===== config.mk =====
export PLATFORM = sky130hd
export DESIGN_NAME = wreg_load_ctrl
export DESIGN_NICKNAME = d
export VERILOG_FILES = /design/src/rtl/wreg_load_ctrl.sv
export SDC_FILE = /design/constraint.sdc
export NUM_CORES = 1
export LEC_CHECK = 0
export CAP_MARGIN = 5
export CORE_MARGIN = 8
export CORE_UTILIZATION = 50
export DETAILED_ROUTE_END_ITERATION = 16
export GPL_TIMING_DRIVEN = 1
export HOLD_SLACK_MARGIN = 0.05
export PLACE_DENSITY = 0.74
export SYNTH_ARGS = -nofsm -noshare
export SYNTH_HDL_FRONTEND = slang
export SYNTH_SLANG_ARGS = --single-unit

===== constraint.sdc =====
create_clock -name clk -period 4.93 [get_ports clk]
set_clock_uncertainty 0.2 [all_clocks]
set_input_delay 0.986 -clock clk [delete_from_list [all_inputs] [get_ports clk]]
set_output_delay 0.986 -clock clk [all_outputs]
set_load 0.005 [all_outputs]

===== src/rtl/wreg_load_ctrl.sv =====
// -----------------------------------------------------------------------------
// wreg_load_ctrl
//   Load/compute sequencer for one column of ROWS weight registers wired as a
//   shift chain in the 8-bit binary-serial systolic array. A start request
//   opens a load window in which ROWS weight beats are accepted over a
//   valid/ready handshake and shifted into the chain head. The chain is then
//   held stable for the latched compute length, completion is pulsed, and
//   the block returns to idle. The chain registers live outside this block.
//
//   Optional feature macro: WREG_LOAD_CTRL_AUTO_CLR_EN
//     defined   - the DONE cycle also pulses w_clr, so every sequence ends
//                 with a zeroed chain and w_stable drops after DONE.
//     undefined - weights persist; w_stable stays high in IDLE until the
//                 next accepted start or a clr_req.
//
// Ports
//   clk      in   clock, rising edge
//   rst_n    in   asynchronous active-low reset
//   start    in   begin load+compute sequence (sampled in IDLE only)
//   clr_req  in   abort/clear request, honoured in any state
//   cmp_len  in   compute-phase length in cycles, latched on accepted start
//   i_valid  in   weight beat valid
//   i_data   in   signed weight beat; first beat ends in the last row
//   i_ready  out  weight beat ready (combinational from state)
//   w_en     out  chain shift enable (registered)
//   w_clr    out  chain synchronous clear (registered)
//   w_data   out  signed data into chain head (registered)
//   w_stable out  chain holds a complete weight set
//   busy     out  sequencer not idle
//   done     out  one-cycle pulse at end of compute phase
// -----------------------------------------------------------------------------
module wreg_load_ctrl #(
  parameter int WIDTH = 8,
  parameter int ROWS  = 4,
  parameter int CNTW  = 16
) (
  input  logic             clk,
  input  logic             rst_n,
  input  logic             start,
  input  logic             clr_req,
  input  logic [CNTW-1:0]  cmp_len,
  input  logic             i_valid,
  input  logic [WIDTH-1:0] i_data,
  output logic             i_ready,
  output logic             w_en,
  output logic             w_clr,
  output logic [WIDTH-1:0] w_data,
  output logic             w_stable,
  output logic             busy,
  output logic             done
);

  // A single-row chain still needs a 1-bit counter to stay legal.
  localparam int BW = (ROWS > 1) ? $clog2(ROWS) : 1;
  localparam logic [BW-1:0] LAST_BEAT = BW'(ROWS - 1);

  typedef enum logic [1:0] {IDLE, LOAD, COMP, DONE} state_t;

  state_t            state, state_nx;
  logic [BW-1:0]     beat_cnt, beat_cnt_nx;
  logic [CNTW-1:0]   cmp_cnt, cmp_cnt_nx;
  logic [CNTW-1:0]   cmp_len_q, cmp_len_nx;
  logic              w_en_nx, w_clr_nx, w_stable_nx, done_nx;
  logic [WIDTH-1:0]  w_data_nx;

  // Last compute cycle; a zero length behaves exactly like a length of one.
  function automatic logic comp_last(input logic [CNTW-1:0] cnt,
                                     input logic [CNTW-1:0] len);
    if (len == '0) return (cnt == '0);
    else           return (cnt == (len - CNTW'(1)));
  endfunction

  assign i_ready = (state == LOAD);
  assign busy    = (state != IDLE);

  always_comb begin
    state_nx    = state;
    beat_cnt_nx = beat_cnt;
    cmp_cnt_nx  = cmp_cnt;
    cmp_len_nx  = cmp_len_q;
    w_en_nx     = 1'b0;
    w_clr_nx    = 1'b0;
    w_data_nx   = w_data;
    w_stable_nx = w_stable;
    done_nx     = 1'b0;

    if (clr_req) begin
      // Abort wins over everything; an in-flight beat is simply not loaded.
      state_nx    = IDLE;
      beat_cnt_nx = '0;
      cmp_cnt_nx  = '0;
      w_clr_nx    = 1'b1;
      w_stable_nx = 1'b0;
    end else begin
      case (state)
        IDLE: begin
          if (start) begin
            state_nx    = LOAD;
            cmp_len_nx  = cmp_len;
            beat_cnt_nx = '0;
            cmp_cnt_nx  = '0;
            w_stable_nx = 1'b0;
          end
        end
        LOAD: begin
          w_stable_nx = 1'b0;
          if (i_valid) begin
            w_en_nx   = 1'b1;
            w_data_nx = i_data;
            if (beat_cnt == LAST_BEAT) begin
              beat_cnt_nx = '0;
              cmp_cnt_nx  = '0;
              state_nx    = COMP;
            end else begin
              beat_cnt_nx = beat_cnt + BW'(1);
            end
          end
        end
        COMP: begin
          // Registered, so it rises one cycle after the final w_en pulse.
          w_stable_nx = 1'b1;
          if (comp_last(cmp_cnt, cmp_len_q)) begin
            cmp_cnt_nx = '0;
            state_nx   = DONE;
            done_nx    = 1'b1;
`ifdef WREG_LOAD_CTRL_AUTO_CLR_EN
            w_clr_nx   = 1'b1;
`endif
          end else begin
            cmp_cnt_nx = cmp_cnt + CNTW'(1);
          end
        end
        DONE: begin
          state_nx = IDLE;
`ifdef WREG_LOAD_CTRL_AUTO_CLR_EN
          w_stable_nx = 1'b0;
`else
          w_stable_nx = 1'b1;
`endif
        end
        default: state_nx = IDLE;
      endcase
    end
  end

  // ---- register stage: state, counters and all chain-facing outputs ----
  always_ff @(posedge clk or negedge rst_n) begin
    if (!rst_n) begin
      state     <= IDLE;
      beat_cnt  <= '0;
      cmp_cnt   <= '0;
      cmp_len_q <= '0;
      w_en      <= 1'b0;
      w_clr     <= 1'b0;
      w_data    <= '0;
      w_stable  <= 1'b0;
      done      <= 1'b0;
    end else begin
      state     <= state_nx;
      beat_cnt  <= beat_cnt_nx;
      cmp_cnt   <= cmp_cnt_nx;
      cmp_len_q <= cmp_len_nx;
      w_en      <= w_en_nx;
      w_clr     <= w_clr_nx;
      w_data    <= w_data_nx;
      w_stable  <= w_stable_nx;
      done      <= done_nx;
    end
  end

endmodule


## Yosys cells after proc, flatten, opt, wreduce, memory -nomap -nowiden

Cells that the tools add are included.
W data, S select, Z words.

| storage, ports and cells | value |
|---|---|
| input port bits | 29 |
| RAM bits | 0 |
| word-level logic and storage cells | 64 |
| memories kept | 0 |
| bits in registers | 48 |
| bits in latches | 0 |
| memory bits (read-only) | 0 |

| cells by class | value |
|---|---|
| shift operators | 0 |
| equal/unequal tests | 9 |
| multipliers | 0 |
| reductions and logical operators | 12 |
| bitwise operators | 1 |
| $add $sub $neg | 3 |
| magnitude comparators | 0 |
| divide/modulo/power cells | 0 |
| multiplexer cells | 30 |

Operators with widths:

| kind | count |
|---|---|
| $mux W16 | 5 |
| $pmux W16 S3 | 1 |
| $logic_not A16 Y1 | 2 |
| $mux W2 | 9 |
| $add A16 B1 Y16 const B | 1 |
| $eq A16 B16 Y1 | 1 |
| $sub A16 B1 Y16 const B | 1 |
| $mux W1 | 12 |
| $ne A3 B3 Y1 const B | 3 |
| $reduce_and A3 Y1 | 3 |
| $pmux W2 S4 | 1 |
| $reduce_and A4 Y1 | 2 |
| $eq A2 B2 Y1 const B | 3 |
| $pmux W2 S2 | 1 |
| $reduce_bool A4 Y1 | 1 |
| $ne A3 B2 Y1 const B | 1 |
| $pmux W1 S3 | 1 |
| $reduce_bool A3 Y1 | 1 |
| $add A2 B1 Y2 const B | 1 |
| $eq A2 B1 Y1 const B | 1 |
| $logic_not A2 Y1 | 1 |
| $reduce_bool A2 Y1 | 1 |
| $reduce_or A2 Y1 | 1 |
| $not A1 Y1 | 1 |

## Longest topological paths before layout

| depth | value |
|---|---|
| word-level depth | 8 |
| mapped depth | 11 |
| gate-level depth less buffers | 9 |

## Worst setup path before layout

No wires, ideal clock.

| timing path | value |
|---|---|
| kind | register -> register |
| start point | reg cmp_len_q[0] |
| end point | reg cmp_cnt[10] |
| setup time | 0.119 ns |
| required time | 4.611 ns |
| data arrival time | 3.109 ns |
| cell stages (with the launch flop) | 12 |
| slack | 1.502 ns |
| buffers on the path | 2 |
| cells stage by stage | dfrtp_1 -> inv_1 -> ha_1 -> or4b_4 -> buf_6 -> or3_1 -> or3_4 -> a2111oi_2 -> or4b_4 -> a21oi_4 -> buf_8 -> nor2_2 |

| on the way | value |
|---|---|
| longest elaborated chain between the ends | 8 |
| elaborated cells between the ends (all ways) | 9 |
| classes of those cells | add/sub (1); eq/ne (1); mux (6); reduce/logical (1) |

Ends and longest elaborated chain:

| item | line | source |
|---|---|---|
| start, declared | 62 | `logic [CNTW-1:0] cmp_len_q, cmp_len_nx;` |
| start signal, assigned | 162 | `cmp_len_q <= cmp_len_nx;` |
| $sub A16 B1 Y16 | 70 | `else return (cnt == (len - CNTW'(1)));` |
| $eq A16 B16 Y1 | 70 |  |
| $mux W1 (*) | 69 | `if (len == '0) return (cnt == '0);` |
| $mux W1 (*) | 95 | `case (state)` |
| $mux W1 (*) | 87 | `if (clr_req) begin` |
| $mux W16 (*) | 122 | `if (comp_last(cmp_cnt, cmp_len_q)) begin` |
| $pmux W16 S3 (*) | 95 |  |
| $mux W16 (*) | 87 |  |
| end signal, assigned | 161 | `cmp_cnt <= cmp_cnt_nx;` |
| end, declared | 61 | `logic [CNTW-1:0] cmp_cnt, cmp_cnt_nx;` |

Every way passes the cells marked *; elsewhere a longest branch is shown, timed or not. The select of a mux whose other input is x is not followed.
A chain may end at the register's enable or synchronous reset.

## Final worst setup path

| timing path | value |
|---|---|
| start point | reg cmp_len_q[0] |
| end point | reg cmp_cnt[3] |

Same word-level chain as after synthesis.

==> results <==
- The run finished with clean final reports.
- In this run the worst setup path terminates at cmp_cnt[3].
- The core box area is 5780 um^2.
- The total routing usage reported by global routing is 0.157.
- The share of flip-flops with an asynchronous set or reset after synthesis is 1.00.
- The clock tree from TritonCTS is yes.
- The final setup violation count is 0.
- The die is 92.4 um wide.
- The total met3 wirelength after detailed routing is 434 um.
- The number of DRC violations after detailed routing is 0.
- The detailed-routed wire length on met2 is 2970 um.
- The library cell appearing most often on the critical path is sky130_fd_sc_hd__or4b_4.
- At the worst endpoint, the required time is 4.90 ns.
- For this design, the slowest cell found on the critical path is sky130_fd_sc_hd__or4b_4.
- For this run, the leading register cell type out of synthesis is sky130_fd_sc_hd__dfrtp_1.
- Summing all non-filler instances in the final layout gives an area of 3500 um^2.
- The count of buffers added by post-CTS timing repair for setup is 0.
- When the netlist entered floorplanning its net count stood at 323.
- Once layout is complete, the utilization of the core stands at 0.606.
- The number of antenna violations at the first check in global routing was 0.
- The largest area contributor in the netlist is sky130_fd_sc_hd__dfrtp_1.
- The starting density of the core is 0.505.
- In this run the critical register-to-register path is launched from cmp_len_q[0].
- Measured against its own limit, the worst slew margin works out to 0.284.
- The number of clock buffers inserted by TritonCTS is 5.
- The number of cells on the worst reg-to-reg path is 9.
- The area of the mapped netlist is 2920 um^2.
- The layout net count is 362.
- The maximum clock path buffer count is 2.
- The cell count after synthesis came out at 286.
- In this run the cell area measured after placement is 3360 um^2.
- Summed over all nets, the half-perimeter wirelength after detailed placement is 4760 um.
- Counting distinct cell types in the post-synthesis netlist gives 58.
- For this run, the number of Yosys warnings is 0.
- The library cells used most frequently in the layout, excluding fill and tap cells, are sky130_fd_sc_hd__dfrtp_1 (48), sky130_fd_sc_hd__clkdlybuf4s50_1 (41), sky130_fd_sc_hd__mux2_2 (24).
- Walking the worst path, the cells encountered are inv_1 > ha_1 > or4b_4 > or3_1 > or3_4 > a2111oi_2 > or4b_4 > a21oi_4 > nor2_1.
- The total wire length is 6290 um.
- The number of pins with negative max-slew slack in the final report came to 0.
- The via count normalized by instance count is 5.59.
- The buffer cell driving the clock tree root is sky130_fd_sc_hd__clkbuf_8.
- The worst setup path is captured at a register.
- The fraction of synthesized cell area taken by the top area cell type is 0.411.
- After clock tree synthesis, the clock-pin slew on the worst setup and hold paths is 0.09 ns.
- Max-cap violations in this run came to 0.
- The post-synthesis area per instance is 10.2 um^2.
- Final hold analysis gives a worst-case slack of 0.292 ns.
- Dividing the detail-routed wire length by the instance count gives 15.7 um.
- The row count is 28.
- For flop-to-flop paths, the worst setup slack is 1.23 ns.
- Compared with the post-synthesis result, the final layout area differs by 19.9%.
- Gates resized during post-CTS repair numbered 0.
- Power spread over the standard cell area amounts to 490 nW/um^2.
- The via total after detailed routing is 2,240.
- The maximum resistive drop on vdd is 0.000318 V.
- The number of nets still failing antenna checks after routing is 0.
- Port buffering added 42 buffers.
- The length of the first detailed-routing pass in iterations is 4.
- The startpoint type of the worst setup path is a register.
- The minimum period implied by the final worst setup slack is 3.70 ns.
- The number of antenna diodes in the final layout is 0.
- For this design, the CTS-stage hold fixing added 0 buffers.
- The number of global-route vias before repair is 2,289.
- The share of the yosys chip area belonging to registers is 0.411.
- The type of the worst setup path is register to register.
- The number of standard cells in the final layout excluding fillers is 401.
- Yosys attributes the largest share of cell area to sky130_fd_sc_hd__dfrtp_1 (41%), sky130_fd_sc_hd__mux2_2 (9.3%), sky130_fd_sc_hd__xnor2_1 (5.7%).
- Routability-driven placement finished with a final weighted congestion of 0.915.
- The worst register-to-register path ends at cmp_cnt[3].
- The path type of the worst min-delay path is register to register.
- The arrival time at the worst endpoint is 3.67 ns.
- The number of hold violations in the final report is 0.
- The setup TNS after final layout is 0 ns.
- Summed over all cells, the static leakage comes to 1.40 nW.
- Entering global routing, the biggest net connects 49 pins.
- The critical path starts at cmp_len_q[0].
- The first global-routing pass estimated 11,100 um of wire.
- The die is 92.4 um tall.
- In this run the worst path has a maximum fanout of 13.
- The startpoint of the tightest hold check path is beat_cnt[1].
- The H-tree was split into 2 levels.
- The count of routing violations after the opening detailed-route iteration is 107.
- Of the cells placed in the final design, the portion with a size suffix greater than 1 is 0.163.
- Leaving out fill and tap cells, the most frequent cell in the layout is sky130_fd_sc_hd__dfrtp_1.
- In this run the count of I/O pins placed on the die edge is 43.
- At the later pin of the worst-skew pair, clock insertion delay measures 0.30 ns.
- The maximum cell stage delay along the critical path is 0.54 ns.
- The die outline area is 8540 um^2.
- In this run, synthesis inferred 0 flip-flops with an integrated enable.
- For this design, the sink count on the clock tree is 48.
- In the finished design, the share of the clock period the worst path needs comes to 0.751.
- Signal routing reaches up to met4.
- The number of cells after detailed placement is 393.
- The achievable clock frequency is 270 MHz.
- After detailed routing, the wire length on met1 is 2810 um.
- Setup repair after global routing left no endpoint under its margin.
- The total overflow left after global routing is 0.
- The slew at the pin closest to its max-slew limit is 1.07 ns.
- The number of storage elements in the synthesis netlist is 48.
==> cells in the mapped netlist (4+ instances only) <==
cell type,count
sky130_fd_sc_hd__o21ai_0,8
sky130_fd_sc_hd__xor2_1,11
sky130_fd_sc_hd__dfrtp_1,48
sky130_fd_sc_hd__nand2_1,12
sky130_fd_sc_hd__nand2b_1,6
sky130_fd_sc_hd__or4_1,6
sky130_fd_sc_hd__or3_1,4
sky130_fd_sc_hd__nor4_1,9
sky130_fd_sc_hd__ha_1,8
sky130_fd_sc_hd__mux2_2,24
sky130_fd_sc_hd__nand3_1,10
sky130_fd_sc_hd__clkbuf_1,6
sky130_fd_sc_hd__nor2_1,19
sky130_fd_sc_hd__inv_1,14
sky130_fd_sc_hd__xnor2_1,19
sky130_fd_sc_hd__nand4_1,8
sky130_fd_sc_hd__nor2_2,10
sky130_fd_sc_hd__nor3_1,9
==> metrics by stage <==
stage / setup WS (ns) / power, mW
final: 1.23 / 1.71
after global routing: 1.07 / 1.85
after CTS: 1.22 / 1.73
after detailed placement: 1.25 / 1.38
after global placement: 1.32 / 1.36
after floorplan: 1.50 / 1.16
==> flip-flops by register name, summed over array words and instances, names as in the netlist, 2 cells and up <==
name,count
cmp_cnt,16
beat_cnt,2
w_data,8
state,2
cmp_len_q,16
==> power by group <==
part / total (mW) / switching (mW) / internal [mW]
registers: 0.664 / 0.154 / 0.510
clock network: 0.342 / 0.138 / 0.204
logic: 0.709 / 0.335 / 0.373
total: 1.71 / 0.627 / 1.09
==> how the worst min path moves through the flow <==
stage	endpoint	slack [ns]	cells after the start
6_report	beat_cnt[1]	0.29	2
5_1_grt	w_data[6]	0.33	1
4_1_cts	beat_cnt[1]	0.30	2
3_5_place_dp	beat_cnt[1]	0.28	2
3_3_place_gp	beat_cnt[1]	0.28	2
2_1_floorplan	beat_cnt[1]	0.25	2
==> area by class of cell <==
type / instances / area, um^2
Inverter: 14 / 52.6
Tap cell: 75 / 93.8
Timing Repair Buffer: 42 / 415
Fill cell: 526 / 2280
Multi-Input combinational cell: 214 / 1600
Clock buffer: 5 / 68.8
Clock inverter: 3 / 68.8
Sequential cell: 48 / 1200
==> critical path, delay by kind of cell, from the launching register on <==
kind	cells	cell delay (ns)
buffers and inverters	1	0.08
adder cells (fa/ha/maj)	1	0.18
AO/OA/AOI/OAI	2	0.81
flip-flops	1	0.44
AND/OR/NAND/NOR	5	1.86
==> cell families after synthesis <==
| kind of cell | Yosys count | share of synthesized area |
|---|---|---|
| muxes | 28 | 0.107 |
| adders and majority gates | 8 | 0.0343 |
| xor gates and xnor gates | 30 | 0.0900 |
| and+or+nand+nor | 112 | 0.224 |
| DFF | 48 | 0.411 |
| buffers and inverters | 24 | 0.0403 |
| AOI/OAI and AO/OA | 36 | 0.0934 |
==> routing by layer <==
layer,vias to the layer above,track usage
li1,1106,-
met1,1077,0.198
met2,50,0.253
met3,7,0.0518
met4,0,0.0403
met5,-,0
Power figures use the tool's default switching activity.
